==> src/rtl/i2c_fifo_slave.sv <==
// I2C target that buffers written bytes in a FIFO and returns them on reads.
// Build option: I2C_FIFO_SLAVE_GLITCH_FILTER_EN adds a 3-sample majority filter on SCL/SDA.
//
// state     | meaning
// IDLE      | bus free, ignore traffic
// ADDR      | shifting in the address byte
// ADDR_ACK  | driving the address ACK slot
// WR_DATA   | shifting in a write byte
// WR_ACK    | ACK/NACK slot for a write byte
// RD_DATA   | shifting out a read byte
// RD_MACK   | sampling the master ACK after a read byte
// WAIT_STOP | not addressed, wait for STOP or START
module i2c_fifo_slave #(
  parameter int         DEPTH      = 8,
  parameter logic [6:0] SLAVE_ADDR = 7'h19
) (
  input  logic                     clk,
  input  logic                     rst,
  input  logic                     scl,
  input  logic                     sda_in,
  output logic                     sda_oe,
  output logic [$clog2(DEPTH):0]   fifo_count,
  output logic                     fifo_full,
  output logic                     fifo_empty,
  output logic                     overflow,
  output logic                     busy
);

  localparam int AW = $clog2(DEPTH);

  typedef enum logic [2:0] {
    IDLE, ADDR, ADDR_ACK, WR_DATA, WR_ACK, RD_DATA, RD_MACK, WAIT_STOP
  } state_t;

  logic scl_s1_q, scl_s2_q, sda_s1_q, sda_s2_q;
  logic scl_prev_q, sda_prev_q;
  logic scl_v, sda_v;

  always_ff @(posedge clk) begin
    if (rst) begin
      scl_s1_q <= 1'b1;
      scl_s2_q <= 1'b1;
      sda_s1_q <= 1'b1;
      sda_s2_q <= 1'b1;
    end else begin
      scl_s1_q <= scl;
      scl_s2_q <= scl_s1_q;
      sda_s1_q <= sda_in;
      sda_s2_q <= sda_s1_q;
    end
  end

`ifdef I2C_FIFO_SLAVE_GLITCH_FILTER_EN
  logic scl_h1_q, scl_h2_q, scl_f_q, sda_h1_q, sda_h2_q, sda_f_q;

  always_ff @(posedge clk) begin
    if (rst) begin
      scl_h1_q <= 1'b1;
      scl_h2_q <= 1'b1;
      scl_f_q  <= 1'b1;
      sda_h1_q <= 1'b1;
      sda_h2_q <= 1'b1;
      sda_f_q  <= 1'b1;
    end else begin
      scl_h1_q <= scl_s2_q;
      scl_h2_q <= scl_h1_q;
      scl_f_q  <= (scl_s2_q & scl_h1_q) | (scl_s2_q & scl_h2_q) | (scl_h1_q & scl_h2_q);
      sda_h1_q <= sda_s2_q;
      sda_h2_q <= sda_h1_q;
      sda_f_q  <= (sda_s2_q & sda_h1_q) | (sda_s2_q & sda_h2_q) | (sda_h1_q & sda_h2_q);
    end
  end

  assign scl_v = scl_f_q;
  assign sda_v = sda_f_q;
`else
  assign scl_v = scl_s2_q;
  assign sda_v = sda_s2_q;
`endif

  always_ff @(posedge clk) begin
    if (rst) begin
      scl_prev_q <= 1'b1;
      sda_prev_q <= 1'b1;
    end else begin
      scl_prev_q <= scl_v;
      sda_prev_q <= sda_v;
    end
  end

  logic scl_rise, scl_fall, start_det, stop_det;
  assign scl_rise  = scl_v & ~scl_prev_q;
  assign scl_fall  = ~scl_v & scl_prev_q;
  assign start_det = ~sda_v & sda_prev_q & scl_v & scl_prev_q;
  assign stop_det  = sda_v & ~sda_prev_q & scl_v & scl_prev_q;

  logic [7:0]  mem_q [DEPTH];
  logic [AW:0] wptr_q, wptr_d, rptr_q, rptr_d;
  logic        push, pop;
  logic [7:0]  rx_byte, head;

  assign head       = mem_q[rptr_q[AW-1:0]];
  assign fifo_count = wptr_q - rptr_q;
  assign fifo_empty = (wptr_q == rptr_q);
  assign fifo_full  = (wptr_q[AW-1:0] == rptr_q[AW-1:0]) && (wptr_q[AW] != rptr_q[AW]);

  always_ff @(posedge clk) begin
    if (push) mem_q[wptr_q[AW-1:0]] <= rx_byte;
  end

  always_comb begin
    wptr_d = wptr_q;
    rptr_d = rptr_q;
    if (push) wptr_d = wptr_q + 1'b1;
    if (pop)  rptr_d = rptr_q + 1'b1;
  end

  state_t     state_q, state_d;
  logic [3:0] bit_cnt_q, bit_cnt_d;
  logic [7:0] shift_q, shift_d;
  logic       sda_drv_q, sda_drv_d;
  logic       sda_oe_q;
  logic       phase_q, phase_d;
  logic       rw_q, rw_d;
  logic       ack_q, ack_d;
  logic       rd_fifo_q, rd_fifo_d;
  logic       busy_q, busy_d;
  logic       overflow_q, overflow_d;

  assign rx_byte  = {shift_q[6:0], sda_v};
  assign sda_oe   = sda_oe_q;
  assign busy     = busy_q;
  assign overflow = overflow_q;

  always_comb begin
    state_d    = state_q;
    bit_cnt_d  = bit_cnt_q;
    shift_d    = shift_q;
    sda_drv_d  = sda_drv_q;
    phase_d    = phase_q;
    rw_d       = rw_q;
    ack_d      = ack_q;
    rd_fifo_d  = rd_fifo_q;
    busy_d     = busy_q;
    overflow_d = overflow_q;
    push       = 1'b0;
    pop        = 1'b0;

    if (stop_det) begin
      state_d   = IDLE;
      sda_drv_d = 1'b0;
      busy_d    = 1'b0;
      phase_d   = 1'b0;
    end else if (start_det) begin
      state_d   = ADDR;
      bit_cnt_d = 4'd0;
      sda_drv_d = 1'b0;
      busy_d    = 1'b0;
      phase_d   = 1'b0;
    end else begin
      case (state_q)
        ADDR: if (scl_rise) begin
          shift_d   = rx_byte;
          bit_cnt_d = bit_cnt_q + 4'd1;
          if (bit_cnt_q == 4'd7) begin
            if (rx_byte[7:1] != SLAVE_ADDR) begin
              state_d = WAIT_STOP;
            end else begin
              busy_d  = 1'b1;
              rw_d    = rx_byte[0];
              state_d = (rx_byte[0] && fifo_empty) ? WAIT_STOP : ADDR_ACK;
            end
          end
        end
        ADDR_ACK: if (scl_fall) begin
          if (!phase_q) begin
            sda_drv_d = 1'b1;
            phase_d   = 1'b1;
          end else begin
            phase_d   = 1'b0;
            bit_cnt_d = 4'd0;
            if (rw_q) begin
              state_d   = RD_DATA;
              shift_d   = head;
              rd_fifo_d = 1'b1;
              sda_drv_d = ~head[7];
            end else begin
              state_d   = WR_DATA;
              sda_drv_d = 1'b0;
            end
          end
        end
        WR_DATA: if (scl_rise) begin
          shift_d   = rx_byte;
          bit_cnt_d = bit_cnt_q + 4'd1;
          if (bit_cnt_q == 4'd7) begin
            state_d = WR_ACK;
            if (!fifo_full) begin
              push  = 1'b1;
              ack_d = 1'b1;
            end else begin
              ack_d      = 1'b0;
              overflow_d = 1'b1;
            end
          end
        end
        WR_ACK: if (scl_fall) begin
          if (!phase_q) begin
            sda_drv_d = ack_q;
            phase_d   = 1'b1;
          end else begin
            sda_drv_d = 1'b0;
            phase_d   = 1'b0;
            bit_cnt_d = 4'd0;
            state_d   = WR_DATA;
          end
        end
        RD_DATA: begin
          if (scl_rise) begin
            bit_cnt_d = bit_cnt_q + 4'd1;
          end else if (scl_fall) begin
            if (bit_cnt_q == 4'd8) begin
              sda_drv_d = 1'b0;
              phase_d   = 1'b0;
              state_d   = RD_MACK;
            end else begin
              shift_d   = {shift_q[6:0], 1'b1};
              sda_drv_d = ~shift_q[6];
            end
          end
        end
        RD_MACK: begin
          if (scl_rise) begin
            pop = rd_fifo_q & ~fifo_empty;
            if (sda_v) state_d = WAIT_STOP;
            else       phase_d = 1'b1;
          end else if (scl_fall && phase_q) begin
            // An exhausted FIFO reads back as all-ones with SDA left released.
            phase_d   = 1'b0;
            bit_cnt_d = 4'd0;
            state_d   = RD_DATA;
            if (fifo_empty) begin
              shift_d   = 8'hFF;
              rd_fifo_d = 1'b0;
              sda_drv_d = 1'b0;
            end else begin
              shift_d   = head;
              rd_fifo_d = 1'b1;
              sda_drv_d = ~head[7];
            end
          end
        end
        IDLE, WAIT_STOP: ;
        default: state_d = IDLE;
      endcase
    end
  end

  always_ff @(posedge clk) begin
    if (rst) begin
      state_q    <= IDLE;
      bit_cnt_q  <= 4'd0;
      shift_q    <= 8'd0;
      sda_drv_q  <= 1'b0;
      sda_oe_q   <= 1'b0;
      phase_q    <= 1'b0;
      rw_q       <= 1'b0;
      ack_q      <= 1'b0;
      rd_fifo_q  <= 1'b0;
      busy_q     <= 1'b0;
      overflow_q <= 1'b0;
      wptr_q     <= '0;
      rptr_q     <= '0;
    end else begin
      state_q    <= state_d;
      bit_cnt_q  <= bit_cnt_d;
      shift_q    <= shift_d;
      sda_drv_q  <= sda_drv_d;
      sda_oe_q   <= sda_drv_q;
      phase_q    <= phase_d;
      rw_q       <= rw_d;
      ack_q      <= ack_d;
      rd_fifo_q  <= rd_fifo_d;
      busy_q     <= busy_d;
      overflow_q <= overflow_d;
      wptr_q     <= wptr_d;
      rptr_q     <= rptr_d;
    end
  end

endmodule

==> config.mk <==
export PLATFORM = sky130hd
export DESIGN_NAME = i2c_fifo_slave
export DESIGN_NICKNAME = d
export VERILOG_FILES = /design/src/rtl/i2c_fifo_slave.sv
export SDC_FILE = /design/constraint.sdc
export NUM_CORES = 1
export LEC_CHECK = 0
export CELL_PAD_IN_SITES_DETAIL_PLACEMENT = 0
export CELL_PAD_IN_SITES_GLOBAL_PLACEMENT = 1
export CORE_UTILIZATION = 45
export CTS_CLUSTER_DIAMETER = 50
export DETAILED_ROUTE_END_ITERATION = 7
export PLACE_DENSITY = 0.73
export SYNTH_ARGS = -nofsm -noshare
export SYNTH_HDL_FRONTEND = slang
export SYNTH_SLANG_ARGS = --single-unit
==> constraint.sdc <==
create_clock -name clk -period 2.62 [get_ports clk]
set_input_delay 0.393 -clock clk [delete_from_list [all_inputs] [get_ports clk]]
set_output_delay 0.393 -clock clk [all_outputs]
set_load 0.005 [all_outputs]
# After elaboration in Yosys (flattened, before gate mapping)
# Memories as Yosys holds them, arrays and structs flattened. A register that Yosys moved wholly into a read port is not among the register bits.
# Index checks and enable logic that the tools add are counted.
# op_classes
n_eq_ne,50
n_addsub,4
reduce_logical,26
n_bitwise,19
n_mux,79
# op_table
cell,n
7-bit two-way mux,10
3-bit two-way mux,19
3-bit != test (second input constant),16
1-bit two-way mux,38
2-bit != test (second input constant),15
7-bit one-hot mux with 4 select lines,1
14-bit AND reduction,2
4-bit two-way mux,6
7-bit AND reduction,3
3-bit one-hot mux with 6 select lines,1
4-bit by 1-bit adder with 4-bit output (second input constant),3
4-bit one-hot mux with 3 select lines,1
12-bit AND reduction,1
6-bit AND reduction,2
4-bit nonzero test,3
1-bit inverter,10
1-bit AND,9
3-bit == test (second input constant),3
3-bit by 1-bit != test with 1-bit output (second input constant),3
4-bit != test (second input constant),2
8-bit AND reduction,1
7-bit by 5-bit != test with 1-bit output (second input constant),1
7-bit nonzero test,1
3-bit by 2-bit == test with 1-bit output (second input constant),2
19 further kinds,25
# totals
input_bits,4
mem_bits_rw,64
ff_bits,36
n_memories,1
out_inout_bits,9
wordCells,199
# mem_list
name,depth,word_bits,rd,rd_ports_with_merged_regs,write_ports,line_no,text
mem_q,8,8,1,1,1,97,logic [7:0] mem_q [DEPTH];

# Longest topological paths before layout
# depth
depth_word,10
depth_mapped,8
ltp_nobuf,7

# Worst setup path before layout
# Ideal clock, no wire load.
# synth_path
path_kind,register -> register
start,reg wptr_q[0]
end,mem mem_q[4][0] (enable)
setup_time_ns,0.385
setup_slack_ns,-0.044
synth_period_minus_slack_ns,2.664
arrival_time_ns,2.279
n_path_buf,0
required_time_ns,2.235
stages_incl_launch_ff,8
path_cell_list,dfxtp_1 inv_1 ha_1 and3_1 nor2b_1 nor3_4 nand2_1 nor3b_1
# synth_between
elab_chain_len,10
# synth_lines
item,line_no,text
"start, declared",98,"logic [AW:0] wptr_q, wptr_d, rptr_q, rptr_d;"
"start signal, assigned",286,wptr_q <= wptr_d;
3-bit == test,105,assign fifo_full = (wptr_q[AW-1:0] == rptr_q[AW-1:0]) && (wptr_q[AW] != rptr_q[AW]);
1-bit logical AND,105,
via fifo_full,23,"output logic fifo_full,"
1-bit two-way mux,198,if (!fifo_full) begin
1-bit two-way mux,196,if (bit_cnt_q == 4'd7) begin
1-bit two-way mux,193,WR_DATA: if (scl_rise) begin
1-bit two-way mux,161,case (state_q)
1-bit two-way mux,154,end else if (start_det) begin
1-bit two-way mux,149,if (stop_det) begin
1-bit two-way mux,108,if (push) mem_q[wptr_q[AW-1:0]] <= rx_byte;
1-bit two-way mux (implied by the code),108,
"end, declared",97,
# The timed path passes the listed nets, and every way through them passes these cells.

# Worst setup path in the final report
# layout_path
start,reg wptr_q[0]
end,out fifo_empty
# layout_between
elab_chain_len,1
# layout_lines
item,line_no,text
4-bit == test,104,assign fifo_empty = (wptr_q == rptr_q);
"end, declared",24,"output logic fifo_empty,"
# Every way passes these cells.

==> results.toml <==
[cells_and_area]
drive_gt1_share_pct = 17.46
final_common_cell = "edfxtp_1"
post-route-util_pct = 53.47
fillers = 864
area_growth_pct = 12.99
layout.cells.most_common_list = "64 x edfxtp_1, 41 x nor2_1, 37 x dfxtp_1, 29 x nor3_1, 24 x buf_4"
layout.nets = 425
multiInputGateArea_um2 = 1853
seq_area_um2 = 2710
antenna-diode-count = 0

[cts]
cts.path.max_buffers = 2
cts_buffers = 9
cts-hold-fix-buffers = 0
clk_latency_ns = 0.37
cts.htree.levels = 3
clkTransAtPathRegs_ns = 0.10
cts_sinks = 103
cts_tree = "yes"
cts-root-buf = "clkbuf_8"
post_cts_buffers = 0

[setup_path]
cp_max_fo = 5
startpoint_type = "register"
critPathSlowestCell = "clkdlybuf4s50_1"
path_buf_inv = 3
crit_chain = "inv_1 > ha_1 > and3_1 > nand2_1 > inv_1 > clkdlybuf4s50_1"
end_kind = "output port"
cp_slowest_stage_delay_ns = 0.49
required_ns = 2.23
crit_arrival_ns = 2.10
path_class = "reg -> out"
crit_family = "buffers and inverters"
crit_top_cell = "inv_1"

[sta]
grt_setup_unrepaired = "no"
fin_setup_tns_ns = 0
maxSlewViolCount = 0
min_period_ns = 2.490
hold_viol_final = 0
relSlewSlack_pct = 39.33
setup_viol = 0
fmax_ghz = 0.4016
worst_pin_slew_ns = 0.9006
clock_skew_ns = 0.01242
finalCritPeriodShare_pct = 95.04

[grt]
grt_pass1_wl_mm = 16.45
track_usage_pct = 19.90
grt_pass1_vias = 3061
antenna_found_initial = 0
grt-ovfl-total = 0
grt_max_degree = 35

[floorplan]
placementRows = 36
ios = 13
dieArea_um2 = 10880
die_h_um = 104.3
core_um2 = 9955
die_w_um = 104.3
initial_core_util_pct = 47.32

[synth]
syn_nets = 402
ys_ff_latch = 103
async_reset_ff_share_pct = 0
synth_cells = 390
ys_seq_area_share_pct = 57.37
synth_edf_count = 64
synth_cell_types = 65
netlist_area_um2 = 4711
synth_ff_type = "edfxtp_1"
yosys_warnings = 0
avgSynthCellArea_um2 = 12.08

[detailed_routing]
via_count = 3168
ant_nets = 0
finalWirelength_mm = 10.14
drt_iter0_markers = 239
firstDrtPassIters = 7
route.detailed.drc = 0
via_per_inst = 5.750
wire_per_inst_um = 18.41

[hold_path]
min_path_type = "reg -> reg"

[placed_design]
numPortBuffers = 12
dp_hpwl_mm = 7.002
gp_congestion = 0.8148

[power_and_ir_drop]
vdd_drop_max_uv = 401.5
leakagePower_nw = 1.788
power_density_nw_per_um2 = 767.8
total_power_mw = 4.087

[run_status]
status = "finished clean"

[run]
max-cap-violations = 0
==> metal layers <==
metal,global-route usage [%],routed length [um]
met1,30.79,5022
met2,27.48,4302
met3,4.073,706
met4,6.633,112
met5,0,0
==> power breakdown <==
| part | internal [mW] | switching, mW |
|---|---|---|
| combinational | 0.345 | 0.530 |
| sequential | 1.90 | 0.179 |
| clock | 0.556 | 0.578 |
==> state kept, by name, summed over array words and instances (netlist names), named ones only <==
name and cells:
busy 1, rw_q 1, sda_oe 1, sda_prev_q 1, state_q 3, mem_q 64, scl_s1_q 1, rd_fifo_q 1
overflow 1, shift_q 7, rptr_q 4, wptr_q 4, ack_q 1, scl_prev_q 1, scl_s2_q 1, bit_cnt_q 4
sda_drv_q 1, sda_s2_q 1, phase_q 1, sda_s1_q 1
==> cell usage after synthesis, drive strengths merged, types with 9 or more instances <==
| master | n | share of area, % |
|---|---|---|
| edfxtp | 64 | 41 |
| nor2 | 41 | 3.3 |
| dfxtp | 39 | 17 |
| nor3 | 30 | 3.4 |
| a21oi | 18 | 1.9 |
| inv | 17 | 1.4 |
| mux4 | 16 | 7.6 |
| nand2 | 14 | 1.1 |
| buf | 13 | 1.4 |
| clkbuf | 11 | 0.88 |
| mux2i | 10 | 2.1 |
| o21ai | 9 | 0.96 |
| xnor2 | 9 | 1.7 |
==> worst paths after layout <==
kind | cells past startpoint | end | start | slack [ns]
worst max-delay path | 6 | fifo_empty | wptr_q[0]$_SDFFE_PP0P_ | 0.13
worst min-delay path | 1 | scl_s2_q$_SDFF_PP1_ | scl_s1_q$_SDFF_PP1_ | 0.42
worst max register to register | 7 | mem_q[4][2]$_DFFE_PP_ | bit_cnt_q[0]$_SDFFE_PP0P_ | 0.23
worst min register to register | 1 | scl_s2_q$_SDFF_PP1_ | scl_s1_q$_SDFF_PP1_ | 0.42
==> timing repair <==
item,4_1_cts,5_1_grt
resized for setup,2,6
endpoints found under the hold margin,0,0
endpoints found under the setup margin,1,5
cloned,0,0
==> cells by family (layout without fill, tap and decap cells) <==
kind of cell | count (synthesis) | count (layout) | share of synthesized area (%)
flip-flops | 103 | 103 | 57.37
adder cells (fa/ha/maj) | 8 | 8 | 2.284
buffers and inverters | 41 | 69 | 3.612
XOR/XNOR | 10 | 10 | 1.859
multiplexers | 27 | 27 | 10.01
AND/OR/NAND/NOR | 135 | 135 | 15.01
AO/OA/AOI/OAI | 66 | 66 | 9.854
==> metrics by stage <==
step           hold WS (ns)  setup slack (ns)  std cells  area, um^2
2_1_floorplan        0.3895          -0.04444        390        4711
3_3_place_gp         0.3989            0.2354        535        5071
3_5_place_dp         0.3976            0.1741        535        5071
4_1_cts              0.4250           0.01359        551        5305
5_1_grt              0.4347          0.007414        551        5323
6_report             0.4208            0.1298        551        5323
==> layout make-up <==
| class | instances | share of cell area [%] |
|---|---|---|
| Clock buffer | 10 | 2.398 |
| Clock inverter | 6 | 1.857 |
| Inverter | 17 | 1.199 |
| Multi-Input combinational cell | 246 | 34.81 |
| Sequential cell | 103 | 50.92 |
| Tap cell | 133 | 3.126 |
| Timing Repair Buffer | 36 | 5.689 |
Power figures use the tool's default switching activity.
==> variant: new RTL, config.mk and constraints unchanged <==
Compare `bit_cnt_q` against `4'd7` with >= in place of ==.
--- a/src/rtl/i2c_fifo_slave.sv
+++ b/src/rtl/i2c_fifo_slave.sv
@@ -162,7 +162,7 @@
         ADDR: if (scl_rise) begin
           shift_d   = rx_byte;
           bit_cnt_d = bit_cnt_q + 4'd1;
-          if (bit_cnt_q == 4'd7) begin
+          if (bit_cnt_q >= 4'd7) begin
             if (rx_byte[7:1] != SLAVE_ADDR) begin
               state_d = WAIT_STOP;
             end else begin
Function: no difference found for any inputs over 10 cycles, from zero or initial values and one cycle with rst high; that may be too few to reach the edited logic, so the function may still have changed.
==> variant against the unedited design <==
  * Worst hold slack worse by 0.0070 ns
  * Sequential cell count unchanged
  * Power down 0.18%
  * Worst setup slack worse by 0.023 ns
  * Wire length down 4.7%
  * Area after synthesis down 0.21%
  * Non-clock buffer count down 8
  * Final area down 1.9%
  * Critical path type unchanged
  * Largest power group unchanged
==> variant: results (changes against the unedited design) <==
- Worst path max stage delay: 0.51 ns (was 0.49 ns)
- Worst Setup SP: rptr_q[2] (was wptr_q[0])
- Leak: 0.00175 µW (was 0.00179 µW)
- Via count: 2901 (was 3168)
- Syn Nets: 381 (was 402)
- First-pass GRT wire length: 16100 µm (was 16400 µm)
- Met3 Use GR: 0.0263 (was 0.0407)
- # fillers: 860 (was 864)
- DR iter-0 viols: 222 (was 239)
- Status: completed (unchanged)
- Ys async rst share: 0 (unchanged)
- Vias in the first global route: 2900 (was 3061)
- Maximum fanout along the worst path: 6 (was 5)
- GRT met2 Usage: 0.300 (was 0.275)
- Critical R2R Launch: state_q[1] (was bit_cnt_q[0])
- Path depth of the worst reg2reg path: 5 (was 7)
- Actual slew at the worst max-slew pin: 0.663 ns (was 0.901 ns)
- Pre-Repair DR Iteration Count: 4 (was 7)
- Met1 Usage GRT: 0.280 (was 0.308)
- All-Layer GR Usage: 0.195 (was 0.199)
- Final GP Congestion: 0.807 (was 0.815)
- Top post-synthesis cells by area: edfxtp_1 41%, dfxtp_1 17%, mux4_2 7.2% (was edfxtp_1 41%, dfxtp_1 17%, mux4_2 7.6%)
- WL final: 9670 µm (was 10100 µm)
- Share of cells above drive strength 1: 0.196 (was 0.175)
- CP Data Arrival Time: 2.12 ns (was 2.10 ns)
- Top post-synthesis cells by count: 64 x edfxtp_1, 47 x nor2_1, 39 x dfxtp_1, 16 x a21oi_1 (was 64 x edfxtp_1, 41 x nor2_1, 39 x dfxtp_1, 29 x nor3_1, 18 x a21oi_1)
- Post-DP HPWL: 6530 µm (was 7000 µm)
- Worst vdd ir: 0.336 mV (was 0.402 mV)
- Nets: 400 (was 425)
- Synth cell types: 67 (was 65)
- Gr busiest metal: met2 (was met1)
- Seq/Total Area, Yosys: 0.575 (was 0.574)
variant: worst paths after layout:
path | end | slack, ns
worst min-delay path | scl_s2_q | 0.41
worst min register to register | scl_s2_q | 0.41
worst max register to register | bit_cnt_q[3] | 0.34
worst max-delay path | fifo_empty | 0.11
variant: final cells by class:
type	count	share of cell area
repair buffers	28	0.0470
flip-flops and latches	103	0.519
clock buffers	10	0.0264
multi-input cells	231	0.356
clock inverters	6	0.00934
inverters	15	0.0108
well taps	133	0.0319
variant: kinds of logic (layout without fill, tap and decap cells):
logic type | after synthesis | after routing | synth area share
fa+ha+maj | 8 | 8 | 0.0229
mux | 29 | 29 | 0.102
simple gates | 114 | 114 | 0.131
xor+xnor | 14 | 14 | 0.0261
compound gates | 66 | 66 | 0.111
buf+inv | 35 | 59 | 0.0322
flops | 103 | 103 | 0.575
variant: power by group:
part	switching [µW]	internal (µW)	total, µW
Sequential	269	1910	2180
Combinational	535	402	937
Clock	575	383	959
variant: metrics by stage:
| step | cell area (µm²) | cells | hold WS [ns] | total power, µW |
|---|---|---|---|---|
| floorplan | 4710 | 369 | 0.389 | 2880 |
| global placement | 5020 | 510 | 0.393 | 3120 |
| detailed placement | 5020 | 510 | 0.394 | 3150 |
| CTS | 5210 | 526 | 0.416 | 4100 |
| global route | 5220 | 526 | 0.429 | 4280 |
| finish | 5220 | 526 | 0.414 | 4080 |
variant: per-layer routing:
metal	up-vias	wire [µm]
met5	-	0
met4	0	142
met3	11	331
met2	55	4520
met1	1427	4680
li1	1408	-
variant: what timing repair did:
item / CTS / global route
endpoints found under the setup margin: 3 / 4
endpoints found under the hold margin: 0 / 0
gates cloned: 0 / 0
resized for setup: 4 / 6
hold buffers: 0 / 0
pin swaps: 0 / 0
variant: critical path, delay by kind of cell (launching register included):
kind	cells	cell delay, ns
adders and majority gates	1	0.33
buffers and inverters	3	0.72
DFF	1	0.35
and+or+nand+nor	2	0.36
